### src/rtl/mfp_ahb_draw_gpio_pkg.sv
// Shared constants for the AHB GPIO / line-draw control slave.
// Register offsets, channel field offsets, CTRL/IRQ_EN bit positions.
// Pure declarations; no timing or flow control of its own.
package mfp_ahb_draw_gpio_pkg;

  typedef enum logic [1:0] {
    HTRANS_IDLE   = 2'b00,
    HTRANS_BUSY   = 2'b01,
    HTRANS_NONSEQ = 2'b10,
    HTRANS_SEQ    = 2'b11
  } htrans_e;

  // Common register block, byte offsets within the first 0x20 window
  localparam logic [4:0] H_DRAW_LED_OFF     = 5'h00;
  localparam logic [4:0] H_DRAW_SW_OFF      = 5'h04;
  localparam logic [4:0] H_DRAW_PB_OFF      = 5'h08;
  localparam logic [4:0] H_DRAW_PB_EDGE_OFF = 5'h0C;
  localparam logic [4:0] H_DRAW_IRQ_EN_OFF  = 5'h10;
  localparam logic [4:0] H_DRAW_DONE_OFF    = 5'h14;
  localparam logic [4:0] H_DRAW_BUSY_OFF    = 5'h18;
  localparam logic [4:0] H_DRAW_ERR_OFF     = 5'h1C;

  // Channel c lives at H_DRAW_CH_STRIDE*(c+1)
  localparam int H_DRAW_CH_STRIDE = 32'h20;

  localparam logic [4:0] H_DRAW_X0_OFF   = 5'h00;
  localparam logic [4:0] H_DRAW_Y0_OFF   = 5'h04;
  localparam logic [4:0] H_DRAW_X1_OFF   = 5'h08;
  localparam logic [4:0] H_DRAW_Y1_OFF   = 5'h0C;
  localparam logic [4:0] H_DRAW_CTRL_OFF = 5'h10;

  localparam int H_DRAW_CTRL_START_BIT = 0;
  localparam int H_DRAW_CTRL_SRST_BIT  = 1;
  localparam int H_DRAW_IRQ_EN_PB_BIT  = 16;

  // Word match inside a 0x20 window; byte lanes are ignored so sub-word
  // accesses behave as full-word ones.
  function automatic logic is_off(input logic [4:0] addr, input logic [4:0] off);
    return addr[4:2] == off[4:2];
  endfunction

endpackage

### src/rtl/mfp_draw_chan_regs.sv
// One drawing channel: shadow/active coordinates, start pulse, busy, SRST.
// Start pulse one cycle after the accepting write; done/err set strobes combinational.
// No backpressure: starts while busy are dropped and flagged as errors.
module mfp_draw_chan_regs
  import mfp_ahb_draw_gpio_pkg::*;
#(
  parameter int COORD_W = 13
) (
  input  logic               i_clk,
  input  logic               i_rst_n,
  input  logic               i_we,
  input  logic [4:0]         i_waddr,
  input  logic [31:0]        i_wdata,
  input  logic [4:0]         i_raddr,
  input  logic               i_fwd,
  input  logic               i_finish,
  output logic [COORD_W-1:0] o_x0,
  output logic [COORD_W-1:0] o_y0,
  output logic [COORD_W-1:0] o_x1,
  output logic [COORD_W-1:0] o_y1,
  output logic               o_start,
  output logic               o_srst,
  output logic               o_busy,
  output logic               o_done_set,
  output logic               o_err_set,
  output logic [31:0]        o_rdata
);

  logic [COORD_W-1:0] r_sx0, r_sy0, r_sx1, r_sy1;
  logic [COORD_W-1:0] r_ax0, r_ay0, r_ax1, r_ay1;
  logic [COORD_W-1:0] w_sx0_nxt, w_sy0_nxt, w_sx1_nxt, w_sy1_nxt;
  logic               r_srst, r_busy, r_start, r_fin_q;
  logic               w_srst_nxt, w_busy_nxt, w_wr_ctrl;
  logic               w_fin_rise, w_fin_ok, w_idle, w_start_req, w_accept;
  logic               w_unused;

  assign w_unused = ^i_wdata;

  // Register-file next state from the bus write
  always_comb begin
    w_sx0_nxt  = r_sx0;
    w_sy0_nxt  = r_sy0;
    w_sx1_nxt  = r_sx1;
    w_sy1_nxt  = r_sy1;
    w_srst_nxt = r_srst;
    w_wr_ctrl  = 1'b0;
    if (i_we) begin
      if (is_off(i_waddr, H_DRAW_X0_OFF)) w_sx0_nxt = i_wdata[COORD_W-1:0];
      if (is_off(i_waddr, H_DRAW_Y0_OFF)) w_sy0_nxt = i_wdata[COORD_W-1:0];
      if (is_off(i_waddr, H_DRAW_X1_OFF)) w_sx1_nxt = i_wdata[COORD_W-1:0];
      if (is_off(i_waddr, H_DRAW_Y1_OFF)) w_sy1_nxt = i_wdata[COORD_W-1:0];
      if (is_off(i_waddr, H_DRAW_CTRL_OFF)) begin
        w_wr_ctrl  = 1'b1;
        w_srst_nxt = i_wdata[H_DRAW_CTRL_SRST_BIT];
      end
    end
  end

  // A finish edge is only meaningful while a draw is outstanding and the
  // engine is out of soft reset; it frees the channel for a same-cycle start.
  assign w_fin_rise  = i_finish & ~r_fin_q;
  assign w_fin_ok    = w_fin_rise & r_busy & ~r_srst;
  assign w_idle      = ~r_busy | w_fin_ok;
  assign w_start_req = w_wr_ctrl & i_wdata[H_DRAW_CTRL_START_BIT];
  assign w_accept    = w_start_req & ~r_srst & ~w_srst_nxt & w_idle;
  assign o_err_set   = w_start_req & ~r_srst & ~w_idle;
  assign o_done_set  = w_fin_ok;

  // Busy tracking: soft reset dominates, then start, then finish
  always_comb begin
    w_busy_nxt = r_busy;
    if (w_srst_nxt)    w_busy_nxt = 1'b0;
    else if (w_accept) w_busy_nxt = 1'b1;
    else if (w_fin_ok) w_busy_nxt = 1'b0;
  end

  // Channel state registers; active coords latch only on an accepted start
  always_ff @(posedge i_clk or negedge i_rst_n) begin
    if (!i_rst_n) begin
      r_sx0 <= '0; r_sy0 <= '0; r_sx1 <= '0; r_sy1 <= '0;
      r_ax0 <= '0; r_ay0 <= '0; r_ax1 <= '0; r_ay1 <= '0;
      r_srst  <= 1'b0;
      r_busy  <= 1'b0;
      r_start <= 1'b0;
      r_fin_q <= 1'b0;
    end else begin
      r_sx0   <= w_sx0_nxt;
      r_sy0   <= w_sy0_nxt;
      r_sx1   <= w_sx1_nxt;
      r_sy1   <= w_sy1_nxt;
      r_srst  <= w_srst_nxt;
      r_busy  <= w_busy_nxt;
      r_start <= w_accept;
      r_fin_q <= i_finish;
      if (w_accept) begin
        r_ax0 <= r_sx0;
        r_ay0 <= r_sy0;
        r_ax1 <= r_sx1;
        r_ay1 <= r_sy1;
      end
    end
  end

  // Read view; i_fwd selects post-write values for a read right after a write
  always_comb begin
    o_rdata = '0;
    if (is_off(i_raddr, H_DRAW_X0_OFF)) o_rdata = 32'(i_fwd ? w_sx0_nxt : r_sx0);
    if (is_off(i_raddr, H_DRAW_Y0_OFF)) o_rdata = 32'(i_fwd ? w_sy0_nxt : r_sy0);
    if (is_off(i_raddr, H_DRAW_X1_OFF)) o_rdata = 32'(i_fwd ? w_sx1_nxt : r_sx1);
    if (is_off(i_raddr, H_DRAW_Y1_OFF)) o_rdata = 32'(i_fwd ? w_sy1_nxt : r_sy1);
    if (is_off(i_raddr, H_DRAW_CTRL_OFF))
      o_rdata[H_DRAW_CTRL_SRST_BIT] = i_fwd ? w_srst_nxt : r_srst;
  end

  assign o_x0    = r_ax0;
  assign o_y0    = r_ay0;
  assign o_x1    = r_ax1;
  assign o_y1    = r_ay1;
  assign o_start = r_start;
  assign o_srst  = r_srst;
  assign o_busy  = r_busy;

endmodule

### src/rtl/mfp_ahb_draw_gpio.sv
// AHB-Lite GPIO slave: LEDs, switches, pushbuttons and NUM_CH line-draw channels.
// Zero wait states; HRDATA registered one cycle after the address phase.
// Never stalls the bus (no HREADY); draw engines have no backpressure path.
module mfp_ahb_draw_gpio
  import mfp_ahb_draw_gpio_pkg::*;
#(
  parameter int NUM_CH  = 2,
  parameter int COORD_W = 13,
  parameter int N_SW    = 16,
  parameter int N_PB    = 5,
  parameter int N_LED   = 16,
  parameter int ADDR_W  = 8
) (
  input  logic                      HCLK,
  input  logic                      HRESETn,
  input  logic [ADDR_W-1:0]         HADDR,
  input  logic [1:0]                HTRANS,
  input  logic [31:0]               HWDATA,
  input  logic                      HWRITE,
  input  logic                      HSEL,
  output logic [31:0]               HRDATA,
  input  logic [N_SW-1:0]           IO_Switch,
  input  logic [N_PB-1:0]           IO_PB,
  output logic [N_LED-1:0]          IO_LED,
  output logic                      IRQ,
  output logic [NUM_CH*COORD_W-1:0] DRAW_X0,
  output logic [NUM_CH*COORD_W-1:0] DRAW_Y0,
  output logic [NUM_CH*COORD_W-1:0] DRAW_X1,
  output logic [NUM_CH*COORD_W-1:0] DRAW_Y1,
  output logic [NUM_CH-1:0]         DRAW_START,
  output logic [NUM_CH-1:0]         DRAW_RESET,
  input  logic [NUM_CH-1:0]         DRAW_FINISH
);

  localparam int RG_W = ADDR_W - 5;

  logic [ADDR_W-1:0] r_haddr_d;
  logic [1:0]        r_htrans_d;
  logic              r_hwrite_d, r_hsel_d;
  logic [31:0]       r_hrdata, w_rdata;
  logic [N_LED-1:0]  r_led, w_led_nxt;
  logic [N_SW-1:0]   r_sw_s1, r_sw_s2;
  logic [N_PB-1:0]   r_pb_s1, r_pb_s2, r_pb_q, r_pb_edge, w_pb_edge_nxt, w_pb_rise;
  logic [NUM_CH-1:0] r_irq_en_ch, w_irq_en_ch_nxt;
  logic              r_irq_en_pb, w_irq_en_pb_nxt, r_irq;
  logic [NUM_CH-1:0] r_done, r_err, w_done_nxt, w_err_nxt;
  logic [NUM_CH-1:0] w_busy, w_done_set, w_err_set;
  logic [31:0]       w_ch_rdata [NUM_CH];
  logic              w_we, w_wcom, w_fwd;
  logic [RG_W-1:0]   w_wreg, w_rreg;
  logic [4:0]        w_woff;

  assign w_we   = r_hsel_d & r_hwrite_d & (r_htrans_d != HTRANS_IDLE);
  assign w_wreg = r_haddr_d[ADDR_W-1:5];
  assign w_rreg = HADDR[ADDR_W-1:5];
  assign w_woff = r_haddr_d[4:0];
  assign w_wcom = w_we & (w_wreg == '0);
  assign w_fwd  = w_we & (r_haddr_d[ADDR_W-1:2] == HADDR[ADDR_W-1:2]);

  // Common registers: plain RW, and W1C flags where a hardware set wins
  always_comb begin
    w_led_nxt       = r_led;
    w_irq_en_ch_nxt = r_irq_en_ch;
    w_irq_en_pb_nxt = r_irq_en_pb;
    w_pb_rise       = r_pb_s2 & ~r_pb_q;
    w_pb_edge_nxt   = r_pb_edge;
    w_done_nxt      = r_done;
    w_err_nxt       = r_err;
    if (w_wcom) begin
      if (is_off(w_woff, H_DRAW_LED_OFF))     w_led_nxt     = HWDATA[N_LED-1:0];
      if (is_off(w_woff, H_DRAW_PB_EDGE_OFF)) w_pb_edge_nxt = r_pb_edge & ~HWDATA[N_PB-1:0];
      if (is_off(w_woff, H_DRAW_DONE_OFF))    w_done_nxt    = r_done & ~HWDATA[NUM_CH-1:0];
      if (is_off(w_woff, H_DRAW_ERR_OFF))     w_err_nxt     = r_err & ~HWDATA[NUM_CH-1:0];
      if (is_off(w_woff, H_DRAW_IRQ_EN_OFF)) begin
        w_irq_en_ch_nxt = HWDATA[NUM_CH-1:0];
        w_irq_en_pb_nxt = HWDATA[H_DRAW_IRQ_EN_PB_BIT];
      end
    end
    w_pb_edge_nxt = w_pb_edge_nxt | w_pb_rise;
    w_done_nxt    = w_done_nxt | w_done_set;
    w_err_nxt     = w_err_nxt | w_err_set;
  end

  // Bus pipeline, synchronisers, common registers, IRQ and read data
  always_ff @(posedge HCLK or negedge HRESETn) begin
    if (!HRESETn) begin
      r_haddr_d   <= '0;
      r_htrans_d  <= '0;
      r_hwrite_d  <= 1'b0;
      r_hsel_d    <= 1'b0;
      r_hrdata    <= '0;
      r_led       <= '0;
      r_sw_s1     <= '0;
      r_sw_s2     <= '0;
      r_pb_s1     <= '0;
      r_pb_s2     <= '0;
      r_pb_q      <= '0;
      r_pb_edge   <= '0;
      r_irq_en_ch <= '0;
      r_irq_en_pb <= 1'b0;
      r_done      <= '0;
      r_err       <= '0;
      r_irq       <= 1'b0;
    end else begin
      r_haddr_d   <= HADDR;
      r_htrans_d  <= HTRANS;
      r_hwrite_d  <= HWRITE;
      r_hsel_d    <= HSEL;
      r_hrdata    <= w_rdata;
      r_led       <= w_led_nxt;
      r_sw_s1     <= IO_Switch;
      r_sw_s2     <= r_sw_s1;
      r_pb_s1     <= IO_PB;
      r_pb_s2     <= r_pb_s1;
      r_pb_q      <= r_pb_s2;
      r_pb_edge   <= w_pb_edge_nxt;
      r_irq_en_ch <= w_irq_en_ch_nxt;
      r_irq_en_pb <= w_irq_en_pb_nxt;
      r_done      <= w_done_nxt;
      r_err       <= w_err_nxt;
      r_irq       <= (|(r_done & r_irq_en_ch)) | (r_irq_en_pb & (|r_pb_edge));
    end
  end

  // Read mux from the address-phase HADDR, with post-write forwarding
  always_comb begin
    w_rdata = '0;
    if (w_rreg == '0) begin
      case ({HADDR[4:2], 2'b00})
        H_DRAW_LED_OFF:     w_rdata = 32'(w_fwd ? w_led_nxt : r_led);
        H_DRAW_SW_OFF:      w_rdata = 32'(r_sw_s2);
        H_DRAW_PB_OFF:      w_rdata = 32'(r_pb_s2);
        H_DRAW_PB_EDGE_OFF: w_rdata = 32'(w_fwd ? w_pb_edge_nxt : r_pb_edge);
        H_DRAW_IRQ_EN_OFF: begin
          w_rdata = 32'(w_fwd ? w_irq_en_ch_nxt : r_irq_en_ch);
          w_rdata[H_DRAW_IRQ_EN_PB_BIT] = w_fwd ? w_irq_en_pb_nxt : r_irq_en_pb;
        end
        H_DRAW_DONE_OFF:    w_rdata = 32'(w_fwd ? w_done_nxt : r_done);
        H_DRAW_BUSY_OFF:    w_rdata = 32'(w_busy);
        H_DRAW_ERR_OFF:     w_rdata = 32'(w_fwd ? w_err_nxt : r_err);
        default:            w_rdata = '0;
      endcase
    end else begin
      for (int c = 0; c < NUM_CH; c++) begin
        if (w_rreg == RG_W'(c + 1)) w_rdata = w_ch_rdata[c];
      end
    end
  end

  for (genvar c = 0; c < NUM_CH; c++) begin : g_ch
    mfp_draw_chan_regs #(.COORD_W(COORD_W)) u_chan (
      .i_clk      (HCLK),
      .i_rst_n    (HRESETn),
      .i_we       (w_we & (w_wreg == RG_W'(c + 1))),
      .i_waddr    (w_woff),
      .i_wdata    (HWDATA),
      .i_raddr    (HADDR[4:0]),
      .i_fwd      (w_fwd),
      .i_finish   (DRAW_FINISH[c]),
      .o_x0       (DRAW_X0[c*COORD_W +: COORD_W]),
      .o_y0       (DRAW_Y0[c*COORD_W +: COORD_W]),
      .o_x1       (DRAW_X1[c*COORD_W +: COORD_W]),
      .o_y1       (DRAW_Y1[c*COORD_W +: COORD_W]),
      .o_start    (DRAW_START[c]),
      .o_srst     (DRAW_RESET[c]),
      .o_busy     (w_busy[c]),
      .o_done_set (w_done_set[c]),
      .o_err_set  (w_err_set[c]),
      .o_rdata    (w_ch_rdata[c])
    );
  end

  assign HRDATA = r_hrdata;
  assign IO_LED = r_led;
  assign IRQ    = r_irq;

endmodule

### config.mk
export PLATFORM = sky130hd
export DESIGN_NAME = mfp_ahb_draw_gpio
export DESIGN_NICKNAME = d
export VERILOG_FILES = /design/src/rtl/mfp_ahb_draw_gpio_pkg.sv /design/src/rtl/mfp_draw_chan_regs.sv /design/src/rtl/mfp_ahb_draw_gpio.sv
export SDC_FILE = /design/constraint.sdc
export NUM_CORES = 1
export LEC_CHECK = 0
export ABC_AREA = 1
export BUFFER_PORTS_ARGS = -buffer_cell sky130_fd_sc_hd__buf_2
export CAP_MARGIN = 20
export CORE_ASPECT_RATIO = 1.2
export CORE_MARGIN = 4
export CORE_UTILIZATION = 40
export CTS_CLUSTER_DIAMETER = 120
export DETAILED_ROUTE_END_ITERATION = 8
export SLEW_MARGIN = 0
export SYNTH_ARGS = -nofsm -noshare
export SYNTH_HDL_FRONTEND = slang
export SYNTH_SLANG_ARGS = --single-unit
### constraint.sdc
create_clock -name HCLK -period 4 [get_ports HCLK]
set_clock_uncertainty 0.1 [all_clocks]
set_input_delay 0.2 -clock HCLK [delete_from_list [all_inputs] [get_ports HCLK]]
set_output_delay 0.2 -clock HCLK [all_outputs]
set_load 0.02 [all_outputs]
==> results.json, run 1 <==
{
  "numClockSinks": 319,
  "hp-start": "HWDATA[0]",
  "synthSimpleGateAreaFrac_pct": 16.6,
  "status": "completed",
  "ys.flop_type": "dfrtp_1",
  "min_period_over_period_pct": 74.0,
  "htree_levels": 2,
  "reg2reg_depth": 16,
  "die_y_um": 215,
  "vias": 12600,
  "synth_top_area_share_pct": 55.8,
  "syn_area_mm2": 0.0143,
  "arrival_ns": 3.30,
  "synth_compound_area_share_pct": 17.2,
  "critical_path_class": "reg2reg",
  "cts-root-buf": "clkbuf_16",
  "worstPathMaxFanout": 34,
  "power_density_mw_per_mm2": 450,
  "yosysTopAreaCell": "dfrtp_1",
  "synthMuxAreaShare_pct": 0,
  "nFillCells": 3419,
  "holdPathEnd": "r_err[1]$_DFF_PN0_",
  "synthTopCellsByArea": "dfrtp_1 56%, nand2_1 12%, o21ai_0 5.7%",
  "finalHoldViolCount": 0,
  "clk_pin_slew_ns": 0.06,
  "io_pins": 226,
  "hpwl_mm": 33.5,
  "cpMostUsedCell": "nand2_1",
  "die_w_um": 181,
  "grt.overflow.total": 0,
  "grt_pass1_wl_mm": 70.9,
  "final_layout_size_suffix_gt1_share_pct": 15.8,
  "cts.path.max_buffers": 3,
  "synth-edff-count": 0,
  "min_path_type": "in2reg",
  "dp_cells": 2316,
  "avgSynthCellArea_um2": 8.32,
  "numCtsBuffers": 35,
  "synth_xor_area_share_pct": 0,
  "grt_usage_pct": 23.3,
  "synth_top_family_by_area": "compound AO/OA/AOI/OAI gates",
  "die-area_mm2": 0.0389,
  "syn_to_final_growth_pct": 20.7,
  "slowest_delay_ns": 0.64,
  "cts_tree": "built",
  "yosys_register_bits": 319,
  "leakagePower_nw": 9.37,
  "rr_startpoint": "r_htrans_d[1]$_DFF_PN0_",
  "drv_cap": 0,
  "cp_slowest_cell": "nand2_1",
  "grt_pass1_vias": 12100,
  "first_pass_iters": 6,
  "drc": 0,
  "min_path_cells": 3,
  "insertion_delay_ns": 0.53,
  "fin_nets": 2001,
  "fin_setup_tns_ns": 0,
  "ctsResizeCount": 0,
  "finalSetupViolCount": 0,
  "wl_per_cell_um": 19.2,
  "synth_most_common_cell": "nand2_1",
  "drtIter0Drc": 1265,
  "seqCellArea_mm2": 0.00798,
  "start_kind": "register",
  "ir_worst_vdd_mv": 0.306,
  "synth.distinct_cells": 34,
  "worst_pin_slew_ns": 0.881,
  "globalplace.congestion": 0.932,
  "crit_chain": "nor2_1 > nor2_2 > nand2_1 > buf_4 > nor2_1 > a21oi_1 > nand2_1 > nand3_1 > nand2_1 > nand2_1 > nand2_1 > nand2_1 > nand2_1 > nand2_1 > nand2_1 > nand3_1",
  "port_buffers": 193,
  "syn_inst": 1719,
  "initial_core_util_pct": 40.8,
  "antenna_found_initial": 0,
  "relSlewSlack_pct": 41.2,
  "worstReg2RegEnd": "HRDATA[1]$_DFF_PN0_",
  "crit_required_ns": 4.34,
  "antenna_cells": 0,
  "ant_nets": 0,
  "synth-adder-area-share_pct": 0,
  "rrSetupSlack_ns": 1.04,
  "multi_input_comb_area_mm2": 0.00490,
  "instances_no_fill": 2420,
  "synth-async-reset-ratio_pct": 100,
  "grt_max_degree": 90,
  "yosys_warnings": 0,
  "vias_per_cell": 5.21,
  "routed_wirelength_mm": 46.5,
  "ys_seq_area_share_pct": 55.8,
  "std_cell_rows": 75,
  "fmax_mhz": 338,
  "maxSlewViolCount": 0,
  "final.min_clock_period_ns": 2.96,
  "synthTopCellsByCount": "459 x nand2_1, 319 x dfrtp_1, 216 x inv_1",
  "core_area_mm2": 0.0351,
  "rsz0062_at_grt": "no",
  "setup.worst_path.end_class": "register"
}
==> cells in the final DEF, fill, tap and decap left out, drive strengths merged <==
master / count
bufinv: 6
a221oi: 2
nand3: 35
o21ai: 209
nand4: 8
inv: 224
conb: 15
dfrtp: 319
a22oi: 3
clkinvlp: 2
o41ai: 1
dlygate4sd3: 41
and2: 1
o31ai: 2
nor2: 79
nand2: 461
a2bb2oi: 2
clkinv: 18
clkbuf: 44
nor3: 13
o22ai: 92
buf: 232
a21oi: 140
o221ai: 1
nand3b: 1
o211ai: 4
nor4: 1
o21a: 2
==> state kept, by name, indices dropped and copies added (netlist names), 5 cells and up <==
signal	flops
g_ch.u_chan.o_y0	26
r_pb_edge	5
g_ch.u_chan.o_x0	26
IO_LED	16
r_pb_q	5
g_ch.u_chan.r_sy0	26
g_ch.u_chan.r_sx0	26
g_ch.u_chan.o_x1	26
r_sw_s1	16
g_ch.u_chan.o_y1	26
r_pb_s2	5
r_sw_s2	16
HRDATA	17
g_ch.u_chan.r_sx1	26
r_pb_s1	5
g_ch.u_chan.r_sy1	26
r_haddr_d	6
==> layer usage <==
metal  GRT usage (%)  share of wire, %
met5               0                 0
met4            9.08               4.2
met3            5.11               8.3
met2            36.9                46
met1            31.4                41
==> critical path, delay by kind of cell (launching register included) <==
kind,cells,cell delay (ns)
simple gates,14,1.69
buf+inv,1,0.51
flops,1,0.37
compound gates,1,0.19
==> stage by stage <==
step                      instance area (um^2)  worst slack (ns)  hold slack (ns)  power (W)  utilization (%)
after CTS                                17300              1.09           0.0287    0.00782             49.2
after global placement                   15600              1.15            0.174    0.00431             44.5
after floorplan                          14400              2.05           -0.196    0.00400                -
after detailed placement                 15600              1.10            0.166    0.00432             44.5
final                                    17300              1.04           0.0498    0.00777             49.2
after global routing                     17300             0.858           0.0842    0.00806             49.2
==> timing repair <==
action / 4_1_cts / 5_1_grt
hold endpoints to repair: 130 / 0
buffers inserted: 0 / 0
hold buffers: 41 / 0
==> where the power goes <==
| part | switching (W) | internal (W) | leakage [nW] |
|---|---|---|---|
| clock network | 0.00136 | 0.00211 | 0.600 |
| registers | 0.000139 | 0.00342 | 4.07 |
| logic | 0.000509 | 0.000233 | 4.71 |
==> cells by family (layout without fill, tap and decap cells) <==
family          Yosys count  after routing
other cells               1             15
simple gates            599            599
compound gates          458            458
flops                   319            319
buf+inv                 342            567
==> layout make-up <==
type / instances / area share, %
Sequential cell: 319 / 46.2
Multi-Input combinational cell: 1072 / 28.4
Timing Repair Buffer: 273 / 9.87
Clock buffer: 44 / 5.57
Inverter: 231 / 5.04
Tap cell: 462 / 3.35
Clock inverter: 19 / 1.54
==> how the worst max path moves through the flow <==
stage,start,endpoint,cells past startpoint
after floorplan,r_haddr_d[3]$_DFF_PN0_,HRDATA[4]$_DFF_PN0_,15
after global placement,r_htrans_d[1]$_DFF_PN0_,HRDATA[1]$_DFF_PN0_,16
after detailed placement,r_htrans_d[1]$_DFF_PN0_,HRDATA[1]$_DFF_PN0_,16
after CTS,r_htrans_d[1]$_DFF_PN0_,HRDATA[1]$_DFF_PN0_,16
after global routing,r_htrans_d[1]$_DFF_PN0_,HRDATA[1]$_DFF_PN0_,16
final,r_htrans_d[1]$_DFF_PN0_,HRDATA[1]$_DFF_PN0_,16
No activity file was read; power rests on OpenSTA's default activity.
==> run 2: changes to the inputs <==
clock period = 2.4 ns   (was 4 ns; I/O delays follow)
==> run 2 against run 1 <==
  * The flow now finishes with violations (setup timing)
  * Clock power rose by 73%
  * Utilization rose by 3.4 points
  * Critical path depth fell by 4
  * Largest cell class unchanged
  * Clock-buffer cell count rose by 5
  * Register-to-register slack got worse by 1.1 ns
  * Hold slack got worse by 0.015 ns
==> results.json, run 2 (synthesis results as in run 1) <==
{
  "critical_path_class": "reg2reg",
  "cts-root-buf": "clkbuf_16",
  "slowest_delay_ns": 0.43,
  "status": "finished with violations",
  "drv_cap": 0,
  "finalSetupViolCount": 1,
  "nFillCells": 3382,
  "crit_chain": "buf_4 > nand2_1 > nand2_1 > nor2_2 > nand2_2 > nor2_4 > inv_4 > buf_4 > o21ai_0 > nand3_1 > o21ai_1 > nand3_1",
  "grt_max_degree": 68,
  "final_layout_size_suffix_gt1_share_pct": 21.7,
  "min_period_over_period_pct": 102,
  "io_pins": 226,
  "cts.path.max_buffers": 3,
  "htree_levels": 2,
  "numCtsBuffers": 34,
  "crit_required_ns": 2.69,
  "numClockSinks": 319,
  "violations": "setup timing",
  "insertion_delay_ns": 0.52,
  "seqCellArea_mm2": 0.00798,
  "initial_core_util_pct": 40.8,
  "cp_slowest_cell": "dfrtp_1",
  "grt.overflow.total": 0,
  "port_buffers": 193,
  "routed_wirelength_mm": 47.8,
  "antenna_cells": 0,
  "die-area_mm2": 0.0389,
  "final_cell_mix": "451 x nand2_1, 318 x dfrtp_1, 213 x inv_1, 192 x buf_2, 149 x o21ai_0",
  "hpwl_mm": 35.4,
  "syn_to_final_growth_pct": 29.0,
  "wl_per_cell_um": 18.9,
  "maxSlewViolCount": 0,
  "min_path_type": "in2reg",
  "std_cell_rows": 75,
  "grt_pass1_wl_mm": 73.6,
  "power_density_mw_per_mm2": 721,
  "die_y_um": 215,
  "worst_pin_slew_ns": 0.614,
  "drtIter0Drc": 1340,
  "rsz0062_at_grt": "yes",
  "ant_nets": 0,
  "fin_util_pct": 52.6,
  "dp_cells": 2419,
  "setup.worst_path.end_class": "register",
  "grt_pass1_vias": 12800,
  "clk_pin_slew_ns": 0.06,
  "first_pass_iters": 6,
  "setup_slack_ns": -0.0370,
  "final_common_cell": "nand2_1",
  "fin_nets": 2113,
  "arrival_ns": 2.73,
  "vias_per_cell": 5.17,
  "die_w_um": 181,
  "start_kind": "register",
  "relSlewSlack_pct": 59.0,
  "antenna_found_initial": 0,
  "worstPathMaxFanout": 16,
  "core_area_mm2": 0.0351,
  "multi_input_comb_area_mm2": 0.00501,
  "total_power_w": 0.0133,
  "leakagePower_nw": 9.98,
  "globalplace.congestion": 0.952,
  "ir_worst_vdd_mv": 0.551,
  "place_ws_ns": -0.0769,
  "fmax_mhz": 410,
  "grt_usage_pct": 24.0,
  "finalHoldViolCount": 0,
  "drc": 0,
  "vias": 13100,
  "cts_tree": "built",
  "final.min_clock_period_ns": 2.44,
  "instances_no_fill": 2530
}
==> run 2: timing repair <==
item	4_1_cts	5_1_grt
gates resized for setup	7	49
setup buffers	0	5
pin swaps	0	4
hold endpoints to repair	307	0
hold buffers	46	0
setup endpoints to repair	6	87
==> run 2: critical path: cells and delay by family, from the launching register on <==
kind,cells,cell delay [ns]
AOI/OAI and AO/OA,2,0.51
DFF,1,0.43
buffers and inverters,3,0.45
and+or+nand+nor,7,0.81
==> run 2: layout make-up <==
class | count | area share [%]
Clock buffer | 49 | 5.70
Clock inverter | 11 | 1.28
Inverter | 231 | 4.75
Multi-Input combinational cell | 1072 | 27.2
Sequential cell | 319 | 43.3
Tap cell | 462 | 3.13
Timing Repair Buffer | 386 | 14.7
==> run 2: layer usage <==
metal | vias up | track usage (%) | wire [um]
met4 | 0 | 8.88 | 1930
met3 | 108 | 3.65 | 3200
met1 | 6235 | 32.5 | 19900
met2 | 537 | 39.4 | 22800
met5 | - | 0 | 0
li1 | 6192 | - | -
==> run 2: worst paths after layout <==
check / from / end / slack, ns / cells past startpoint
setup / recovery: r_haddr_d[2]$_DFF_PN0_ / HRDATA[5]$_DFF_PN0_ / -0.04 / 12
hold / removal: HWDATA[8] / g_ch[1].u_chan.r_sx1[8]$_DFF_PN0_ / 0.03 / 5
setup reg to reg: r_haddr_d[2]$_DFF_PN0_ / HRDATA[5]$_DFF_PN0_ / -0.04 / 12
hold reg to reg: r_sw_s1[12]$_DFF_PN0_ / r_sw_s2[12]$_DFF_PN0_ / 0.25 / 0
max in group asynchronous: HRESETn / g_ch[0].u_chan.r_sx1[12]$_DFF_PN0_ / 1.29 / 3
min in group asynchronous: HRESETn / r_irq_en_ch[1]$_DFF_PN0_ / 0.07 / 2
==> run 2: where the power goes <==
part | internal [W] | switching (W)
Clock | 0.00380 | 0.00218
Combinational | 0.000491 | 0.000890
Sequential | 0.00571 | 0.000235
Total | 0.0100 | 0.00331
==> run 2: through the flow <==
stage	hold slack (ns)	TNS, ns	instance area (um^2)
2_1_floorplan	-0.276	0	14400
3_3_place_gp	0.0467	-0.0854	16500
3_5_place_dp	0.0439	-0.154	16500
4_1_cts	0.00196	0	18300
5_1_grt	0.0443	-0.526	18500
6_report	0.0350	-0.0370	18500
==> run 3: changes to the inputs <==
clock period = 2.8 ns   (was 2.4 ns; I/O delays follow)
==> run 3 against run 2 <==
  * The flow now finishes without violations
  * Clock-buffer cell count shrank 1
  * Utilization decreased by 2.5 points
  * First-iteration DRC count fell by 12%
  * Critical path type unchanged
  * Largest power group is now registers
==> results.json, run 3 (synthesis results as in run 1) <==
{
  "status": "completed",
  "ctsResizeCount": 0,
  "cp_slowest_cell": "buf_4",
  "grt_pass1_wl_mm": 72.9,
  "arrival_ns": 2.90,
  "slowest_delay_ns": 0.39,
  "wl_per_cell_um": 19.3,
  "fin_nets": 2032,
  "vias_per_cell": 5.21,
  "power_density_mw_per_mm2": 628,
  "finalHoldViolCount": 0,
  "drtIter0Drc": 1180,
  "die-area_mm2": 0.0389,
  "port_buffers": 193,
  "grt_usage_pct": 23.8,
  "ctsHoldBuffers": 44,
  "multi_input_comb_area_mm2": 0.00490,
  "crit_chain": "nor2_1 > nor2_2 > nand2_1 > buf_4 > buf_4 > o22ai_1 > o21ai_0 > nand3_1 > nand2_1 > nand3_1",
  "final.min_clock_period_ns": 2.62,
  "dp_cells": 2344,
  "fmax_mhz": 382,
  "finalSetupViolCount": 0,
  "antenna_found_initial": 1,
  "routed_wirelength_mm": 47.2,
  "critical_path_class": "reg2reg",
  "grt.overflow.total": 0,
  "std_cell_rows": 75,
  "setup.worst_path.end_class": "register",
  "initial_core_util_pct": 40.8,
  "leakagePower_nw": 9.53,
  "holdWs_ns": 0.0494,
  "die_w_um": 181,
  "min_period_over_period_pct": 93.5,
  "min_path_type": "in2reg",
  "grt_pass1_vias": 12500,
  "ant_nets": 0,
  "cts.path.max_buffers": 3,
  "antenna_cells": 0,
  "final_layout_size_suffix_gt1_share_pct": 16.8,
  "seqCellArea_mm2": 0.00798,
  "total_power_w": 0.0110,
  "rsz0062_at_grt": "no",
  "cts_tree": "built",
  "insertion_delay_ns": 0.53,
  "numCtsBuffers": 35,
  "drc": 0,
  "htree_levels": 2,
  "final_common_cell": "nand2_1",
  "ir_worst_vdd_mv": 0.514,
  "numClockSinks": 319,
  "die_y_um": 215,
  "nFillCells": 3475,
  "fin_setup_tns_ns": 0,
  "worst_pin_slew_ns": 0.748,
  "cp_top_family": "simple AND/OR/NAND/NOR gates",
  "start_kind": "register",
  "syn_to_final_growth_pct": 22.8,
  "drv_cap": 0,
  "maxSlewViolCount": 0,
  "globalplace.congestion": 0.939,
  "crit_required_ns": 3.09,
  "worst-path-buf-inv": 2,
  "clk_pin_slew_ns": 0.06,
  "hpwl_mm": 34.6,
  "first_pass_iters": 8,
  "post_cts_buffers": 0,
  "io_pins": 226,
  "core_area_mm2": 0.0351,
  "final_cell_mix": "457 x nand2_1, 319 x dfrtp_1, 216 x inv_1, 192 x buf_2, 164 x o21ai_0",
  "cts-root-buf": "clkbuf_16",
  "relSlewSlack_pct": 50.1,
  "vias": 12700,
  "instances_no_fill": 2447,
  "worstPathMaxFanout": 25,
  "grt_max_degree": 88
}
run 3: through the flow:
| step | instance area [um^2] | setup slack, ns | utilization (%) |
|---|---|---|---|
| after CTS | 17600 | 0.242 | 50.0 |
| after floorplan | 14400 | 0.855 | - |
| after global routing | 17600 | 0.0145 | 50.0 |
| final | 17600 | 0.182 | 50.0 |
| after detailed placement | 15900 | 0.265 | 45.4 |
| after global placement | 15900 | 0.288 | 45.4 |
run 3: metal layers:
layer  wire length [um]  up-vias  part of all wire, %  track usage [%]
met5                 13        -                0.028                0
met4               2010        2                  4.3             9.30
met2              22100      529                   47             38.2
li1                   -     6026                    -                -
met3               3480      107                  7.4             4.26
met1              19600     6079                   42             32.2
run 3: report_power, final:
group | leakage (nW) | internal, W | total [W] | switching (W)
clock network | 0.588 | 0.00298 | 0.00485 | 0.00187
registers | 4.07 | 0.00489 | 0.00509 | 0.000201
logic | 4.88 | 0.000351 | 0.00109 | 0.000739
total | 9.53 | 0.00822 | 0.0110 | 0.00281
run 3: worst paths after layout:
path	start	end	slack, ns	cells after the start
hold / removal	HWDATA[9]	g_ch[0].u_chan.r_sy1[9]$_DFF_PN0_	0.05	5
setup reg to reg	r_htrans_d[1]$_DFF_PN0_	HRDATA[12]$_DFF_PN0_	0.18	10
setup / recovery	r_htrans_d[1]$_DFF_PN0_	HRDATA[12]$_DFF_PN0_	0.18	10
max in group asynchronous	HRESETn	g_ch[0].u_chan.o_y0[12]$_DFFE_PN0P_	1.53	3
min in group asynchronous	HRESETn	r_done[1]$_DFF_PN0_	0.15	2
hold reg to reg	r_sw_s1[4]$_DFF_PN0_	r_sw_s2[4]$_DFF_PN0_	0.25	0
run 3: final cells by class:
class                   instances  area share (%)
repair buffers                304            11.6
multi-input cells            1072            27.9
clock buffers                  48            5.74
well taps                     462            3.29
inverters                     231            4.95
clock inverters                11            1.09
flip-flops and latches        319            45.5
run 3: worst min-delay path: stages:
cell and delay, ns:
buf_2 0.17, nor2_1 0.07, inv_1 0.11, o22ai_1 0.09
clkinv_1 0.06
